`config.mk`:
```
export PLATFORM = sky130hd
export DESIGN_NAME = shift_right_seq
export DESIGN_NICKNAME = d
export VERILOG_FILES = /design/src/rtl/shift_right_seq.sv
export SDC_FILE = /design/constraint.sdc
export NUM_CORES = 1
export LEC_CHECK = 0
export CORE_ASPECT_RATIO = 0.7
export CORE_MARGIN = 2
export CORE_UTILIZATION = 35
export DETAILED_ROUTE_END_ITERATION = 10
export PLACE_DENSITY_LB_ADDON = 0.2
export SYNTH_ARGS = -nofsm -noshare
export SYNTH_HDL_FRONTEND = slang
export SYNTH_SLANG_ARGS = --single-unit
```
`constraint.sdc`:
```
create_clock -name clk_i -period 5.3 [get_ports clk_i]
set_clock_uncertainty 0.2 [all_clocks]
set_input_delay 1.06 -clock clk_i [delete_from_list [all_inputs] [get_ports clk_i]]
set_output_delay 1.06 -clock clk_i [all_outputs]
set_load 0.03 [all_outputs]
```
`src/rtl/shift_right_seq.sv`:
```
`default_nettype none
// ============================================================================
// Module   : shift_right_seq
// Brief    : Iterative right shifter that moves one bit per clock, with
//            logical (zero) or arithmetic (sign) fill and a
//            start/busy/done handshake.
// Revision : 1.0 - initial release
// ============================================================================
module shift_right_seq #(
  parameter int WIDTH   = 32,
  parameter int SHAMT_W = 5   // 2**SHAMT_W must be >= WIDTH
) (
  input  logic               clk_i,
  input  logic               rst_ni,
  input  logic               start_i,
  input  logic [WIDTH-1:0]   in_i,
  input  logic [SHAMT_W-1:0] shamt_i,
  input  logic               arith_i,
  output logic               busy_o,
  output logic               done_o,
  output logic [WIDTH-1:0]   out_o
);

  typedef enum logic [1:0] {
    S_IDLE  = 2'd0,
    S_SHIFT = 2'd1,
    S_DONE  = 2'd2
  } state_e;

  localparam logic [SHAMT_W-1:0] C_CNT_ZERO = '0;
  localparam logic [SHAMT_W-1:0] C_CNT_ONE  = {{(SHAMT_W-1){1'b0}}, 1'b1};

  state_e             state_q, state_d;
  logic [WIDTH-1:0]   sr_q, sr_d;
  logic [SHAMT_W-1:0] cnt_q, cnt_d;
  logic               arith_q, arith_d;
  logic [WIDTH-1:0]   out_q, out_d;
  logic               busy_q, busy_d;
  logic               done_q, done_d;

  // One-bit shift of the working register. The fill bit is the current MSB
  // when arithmetic, so the sign captured at load keeps propagating.
  logic [WIDTH-1:0]   sr_shifted_w;
  assign sr_shifted_w = {arith_q & sr_q[WIDTH-1], sr_q[WIDTH-1:1]};

  // Next-state, datapath and registered-output decode.
  always_comb begin
    state_d = state_q;
    sr_d    = sr_q;
    cnt_d   = cnt_q;
    arith_d = arith_q;
    out_d   = out_q;
    unique case (state_q)
      S_IDLE: begin
        if (start_i) begin
          sr_d    = in_i;
          cnt_d   = shamt_i;
          arith_d = arith_i;
          if (shamt_i == C_CNT_ZERO) begin
            // Zero shift: result is the operand itself, skip SHIFT entirely.
            state_d = S_DONE;
            out_d   = in_i;
          end else begin
            state_d = S_SHIFT;
          end
        end
      end
      S_SHIFT: begin
        sr_d  = sr_shifted_w;
        cnt_d = cnt_q - C_CNT_ONE;
        if (cnt_q == C_CNT_ONE) begin
          // Last shift: publish the result on entry to DONE.
          state_d = S_DONE;
          out_d   = sr_shifted_w;
        end
      end
      S_DONE: begin
        // Starts arriving here are dropped; only IDLE accepts a request.
        state_d = S_IDLE;
      end
      default: begin
        state_d = S_IDLE;
      end
    endcase
    // Handshake outputs are registered copies of the upcoming state.
    busy_d = (state_d != S_IDLE);
    done_d = (state_d == S_DONE);
  end

  // State and datapath registers; reset aborts any shift in flight.
  always_ff @(posedge clk_i or negedge rst_ni) begin
    if (!rst_ni) begin
      state_q <= S_IDLE;
      sr_q    <= '0;
      cnt_q   <= '0;
      arith_q <= 1'b0;
      out_q   <= '0;
      busy_q  <= 1'b0;
      done_q  <= 1'b0;
    end else begin
      state_q <= state_d;
      sr_q    <= sr_d;
      cnt_q   <= cnt_d;
      arith_q <= arith_d;
      out_q   <= out_d;
      busy_q  <= busy_d;
      done_q  <= done_d;
    end
  end

  assign busy_o = busy_q;
  assign done_o = done_q;
  assign out_o  = out_q;

endmodule
`default_nettype wire

```
# Word-level counts from Yosys, hierarchy flattened
# Cells that the tools add are included.
# totals
in_bits	41
latch_bits	0
n_memories	0
ramBits	0
output_inout_bits	34
regBits	74
rom_bits	0
# op_classes
n_addsub	1
n_mul	0
n_div	0
order_cmp	0
bitwise_logic	1
n_eq_ne	6
muxes	12
shift	0
n_reduce_logical	7
# ops
cell	count
$mux W32	4
$pmux W32 S2	2
$pmux W5 S2	1
$mux W2	3
$ne A2 B2 Y1 const B	3
$eq A5 B1 Y1 const B	1
$logic_not A5 Y1	1
$mux W5	1
$sub A5 B1 Y5 const B	1
$pmux W2 S2	1
$reduce_and A2 Y1	2
$reduce_and A4 Y1	1
$reduce_bool A2 Y1	2
$eq A2 B1 Y1 const B	1
$eq A2 B2 Y1 const B	1
$logic_not A2 Y1	1
$and A1 B1 Y1	1

# Logic depth before layout (Yosys ltp)
# depth
ltp_word	5
depth_mapped	8
depth_no_buf	6

# Worst setup path before layout
# Ideal clock, no wire load.
# synth_timing
path_kind	input port to flip-flop
from	in shamt_i[3]
to	reg out_q[10] (netlist: out_o[10])
setup_slack_ps	2957
path_stages	6
arrival_ps	2067
required_ps	5024
path_buffers	2
path_cell_list	nor4_4 a22oi_2 or2_1 buf_6 buf_6 o21ai_1
# synth_between
elab_chain_cells	3
# synth_rtl
element	line	text
from (decl)	17	input logic [SHAMT_W-1:0] shamt_i,
$logic_not A5 Y1	59	if (shamt_i == C_CNT_ZERO) begin
$ne A2 B2 Y1 (no line)	n/a	
$reduce_and A4 Y1 (no line)	n/a	
to (signal assigned)	105	out_q <= out_d;
to (decl)	37	logic [WIDTH-1:0] out_q, out_d;
# Every way passes these cells.
# A chain may end at the register's enable or synchronous reset.

# Worst setup path after layout
# layout_timing
from	in start_i
to	reg out_q[28] (netlist: out_o[28])
# layout_between
elab_chain_cells	2
# layout_rtl
element	line	text
from (decl)	15	input logic start_i,
$ne A2 B2 Y1 (no line)	n/a	
$reduce_and A4 Y1 (no line)	n/a	
# Every way passes these cells.

==> impl_metrics.tcl <==
set metrics [dict create \
    status "finished clean" \
    place.gp.congestion 0.7531 \
    slew-limit-headroom 0.3922 \
    drc_errors 0 \
    area.growth.synth_to_final_pct 33.99 \
    cts.sink_count 73 \
    finalSetupTns_ps 0 \
    ys_types 29 \
    leakagePower_nw 1.886 \
    critPathTopFamily "buffers and inverters" \
    crit_buf_inv 3 \
    crit_type "in2reg" \
    rr_worst_depth 6 \
    maxCapViolations 0 \
    layout.nets 412 \
    synth_cells 301 \
    crit_slowest_cell "clkdlybuf4s50_1" \
    fill_cells 877 \
    final_cell_mix "dfrtp_1, clkdlybuf4s50_1, o21ai_0" \
    crit_path_frequent_cell "buf_4" \
    cts_setup_buffers 0 \
    rsz0062_at_grt "false" \
    synth-seq-cells 73 \
    syn_area_per_cell_um2 10.57 \
    fin_total_pwr_mw 2.607 \
    place_ws_ps 1756 \
    clkTransAtPathRegs_ps 50 \
    worstPathRequired_ps 5280 \
    ctsHoldBuffers 0 \
    vias 2374 \
    fin_crit_ps 3212 \
    start_util 0.3549 \
    drive_above_1_share 0.06757 \
    ff2ff_setup_slack_ps 2870 \
    cts_buffers 9 \
    die_h_um 83.76 \
    htreeDepth 3 \
    cts_tree "built" \
    drv_slew 0 \
    max_clock_freq_ghz 0.3113 \
    dieArea_mm2 0.009878 \
    rr_startpoint "state_q[0]" \
    track_usage 0.1610 \
    crit_fanout 33 \
    dpl-instance-area_mm2 0.004004 \
    vdd_drop_max_mv 0.2762 \
    synth_area_mm2 0.003181 \
    io_pins 75 \
    r2r_end "out_o[28]" \
    synth_warnings 0 \
    hold_start "sr_q[8]" \
    min_path_type "reg2reg" \
    worstPathArrival_ps 3190 \
    worst_pin_slew_ps 911.6 \
    grt_max_degree 74 \
    grt_overflow 0 \
    fin_ws_ps 2088 \
    antenna_left 0 \
    crit_path_cell_trace "clkdlybuf4s50_1, nor3b_2, a22oi_2, buf_4, or2_1, buf_4, o21ai_0" \
    grt_pass1_vias 2426 \
    insertedDiodeCount 0 \
    wirelength_um 7251 \
    timing.hold.worst_endpoint "sr_q[8]" \
    finalSetupViolations 0 \
    cts_resized 0 \
    slowest_delay_ps 530 \
    cts_root_buf "clkbuf_16" \
    hold_depth 2 \
    drtIter0Drc 101 \
    synthesis.nets 344 \
    fin_area_mm2 0.004262 \
    antenna_found_initial 0 \
    post_drt_wl_per_cell_um 14.68 \
    die_w_um 117.9 \
    io_buffers 74 \
    hold_violations 0 \
    cts_buffer_depth 2 \
    vias_per_cell 4.806 \
    cp-end-kind "register" \
    insertion_delay_ps 310 \
    startpoint_type "primary input" \
    post-dp-hpwl_um 4754 \
    core_region_area_mm2 0.008962 \
    fin_cells 494 \
    ys_seq_area_frac 0.5744 \
    grt_pass1_wl_um 12630 \
    dr.pass1.iters 4 \
    cellPowerDensity_mw_per_mm2 611.8 \
    dpl.cell_count 482 \
    period_share 0.6061 \
    rows 29 \
]
==> Yosys cell counts <==
library cell   n  area (um2)
clkbuf_1      13       48.80
nor4b_4        1       23.77
dfrtp_1       73        1827
a22oi_2        1       12.51
nand2b_1       2       12.51
buf_4          3       22.52
a31oi_1        3       18.77
a21oi_1        5       25.02
buf_6          4       45.04
nor3b_2        1       12.51
o22ai_1        4       25.02
nor2b_1        1       6.260
nand2_1       32       120.1
o21ai_1       29       145.1
ha_1           2       25.02
nor3b_1        1       7.510
or2_1          1       6.260
buf_2          2       10.01
mux2i_1       31       310.3
nor3_1         1       5.000
nand3_1        4       20.02
o21ai_0       71       355.3
inv_1          8       30.03
mux2_2         1       11.26
nor4_4         1       21.27
nor2_1         3       11.26
a22o_1         1       8.760
a211oi_1       1       7.510
and2_1         1       6.260
==> per-stage QoR <==
step	util	hold WS [ps]
floorplan	-	249.6
detailed placement	0.4467	270.4
finish	0.4755	276.7
global route	0.4755	302.2
CTS	0.4755	281.9
global placement	0.4467	262.0
==> flip-flops by register name (all words and copies together) (netlist names) <==
| register | count |
|---|---|
| cnt_q | 5 |
| out_o | 32 |
| done_o | 1 |
| state_q | 2 |
| arith_q | 1 |
| busy_o | 1 |
| sr_q | 31 |
==> worst register-to-register path, delay by kind of cell (launching register included) <==
family,cells,cell delay [ps]
buffers and inverters,2,680
DFF,1,610
and+or+nand+nor,2,470
AOI/OAI and AO/OA,2,340
==> cell type report <==
class | count | area [um2] | area share
repair buffers | 79 | 775.7 | 0.1820
flip-flops and latches | 73 | 1827 | 0.4287
clock inverters | 1 | 5.005 | 0.001174
multi-input cells | 198 | 1216 | 0.2854
clock buffers | 11 | 252.7 | 0.05931
inverters | 8 | 30.03 | 0.007046
well taps | 124 | 155.1 | 0.03641
==> worst max-delay path by stage <==
stage	startpoint	to	slack, ps	cells after the start
floorplan	shamt_i[3]	out_o[10]	2960	6
global placement	start_i	out_o[28]	1830	7
detailed placement	start_i	out_o[29]	1760	7
CTS	start_i	out_o[28]	2100	7
global route	start_i	out_o[28]	1920	7
finish	start_i	out_o[28]	2090	7
==> routing by layer <==
metal  up-vias  share of wire  wire length [um]  GRT usage
met2        79           0.41              2976     0.2220
met1      1098           0.51              3712     0.2411
met4         0         0.0047                34    0.03614
li1       1193              -                 -          -
met3         4          0.073               527    0.05669
met5         -              0                 0          0
==> power by group <==
group | leakage [nW] | total (mW) | internal (mW) | switching (mW)
Clock | 0.129 | 0.530 | 0.330 | 0.200
Combinational | 0.841 | 1.09 | 0.465 | 0.629
Sequential | 0.915 | 0.983 | 0.815 | 0.167
Total | 1.89 | 2.61 | 1.61 | 0.997
==> cells by family (layout without fill, tap and decap cells) <==
logic type,count (synthesis),after routing,synth area share
buf+inv,30,99,0.04917
simple gates,49,49,0.07947
mux,32,32,0.1011
flops,73,73,0.5744
compound gates,115,115,0.1880
fa+ha+maj,2,2,0.007867
No activity file was read; power rests on OpenSTA's default activity.
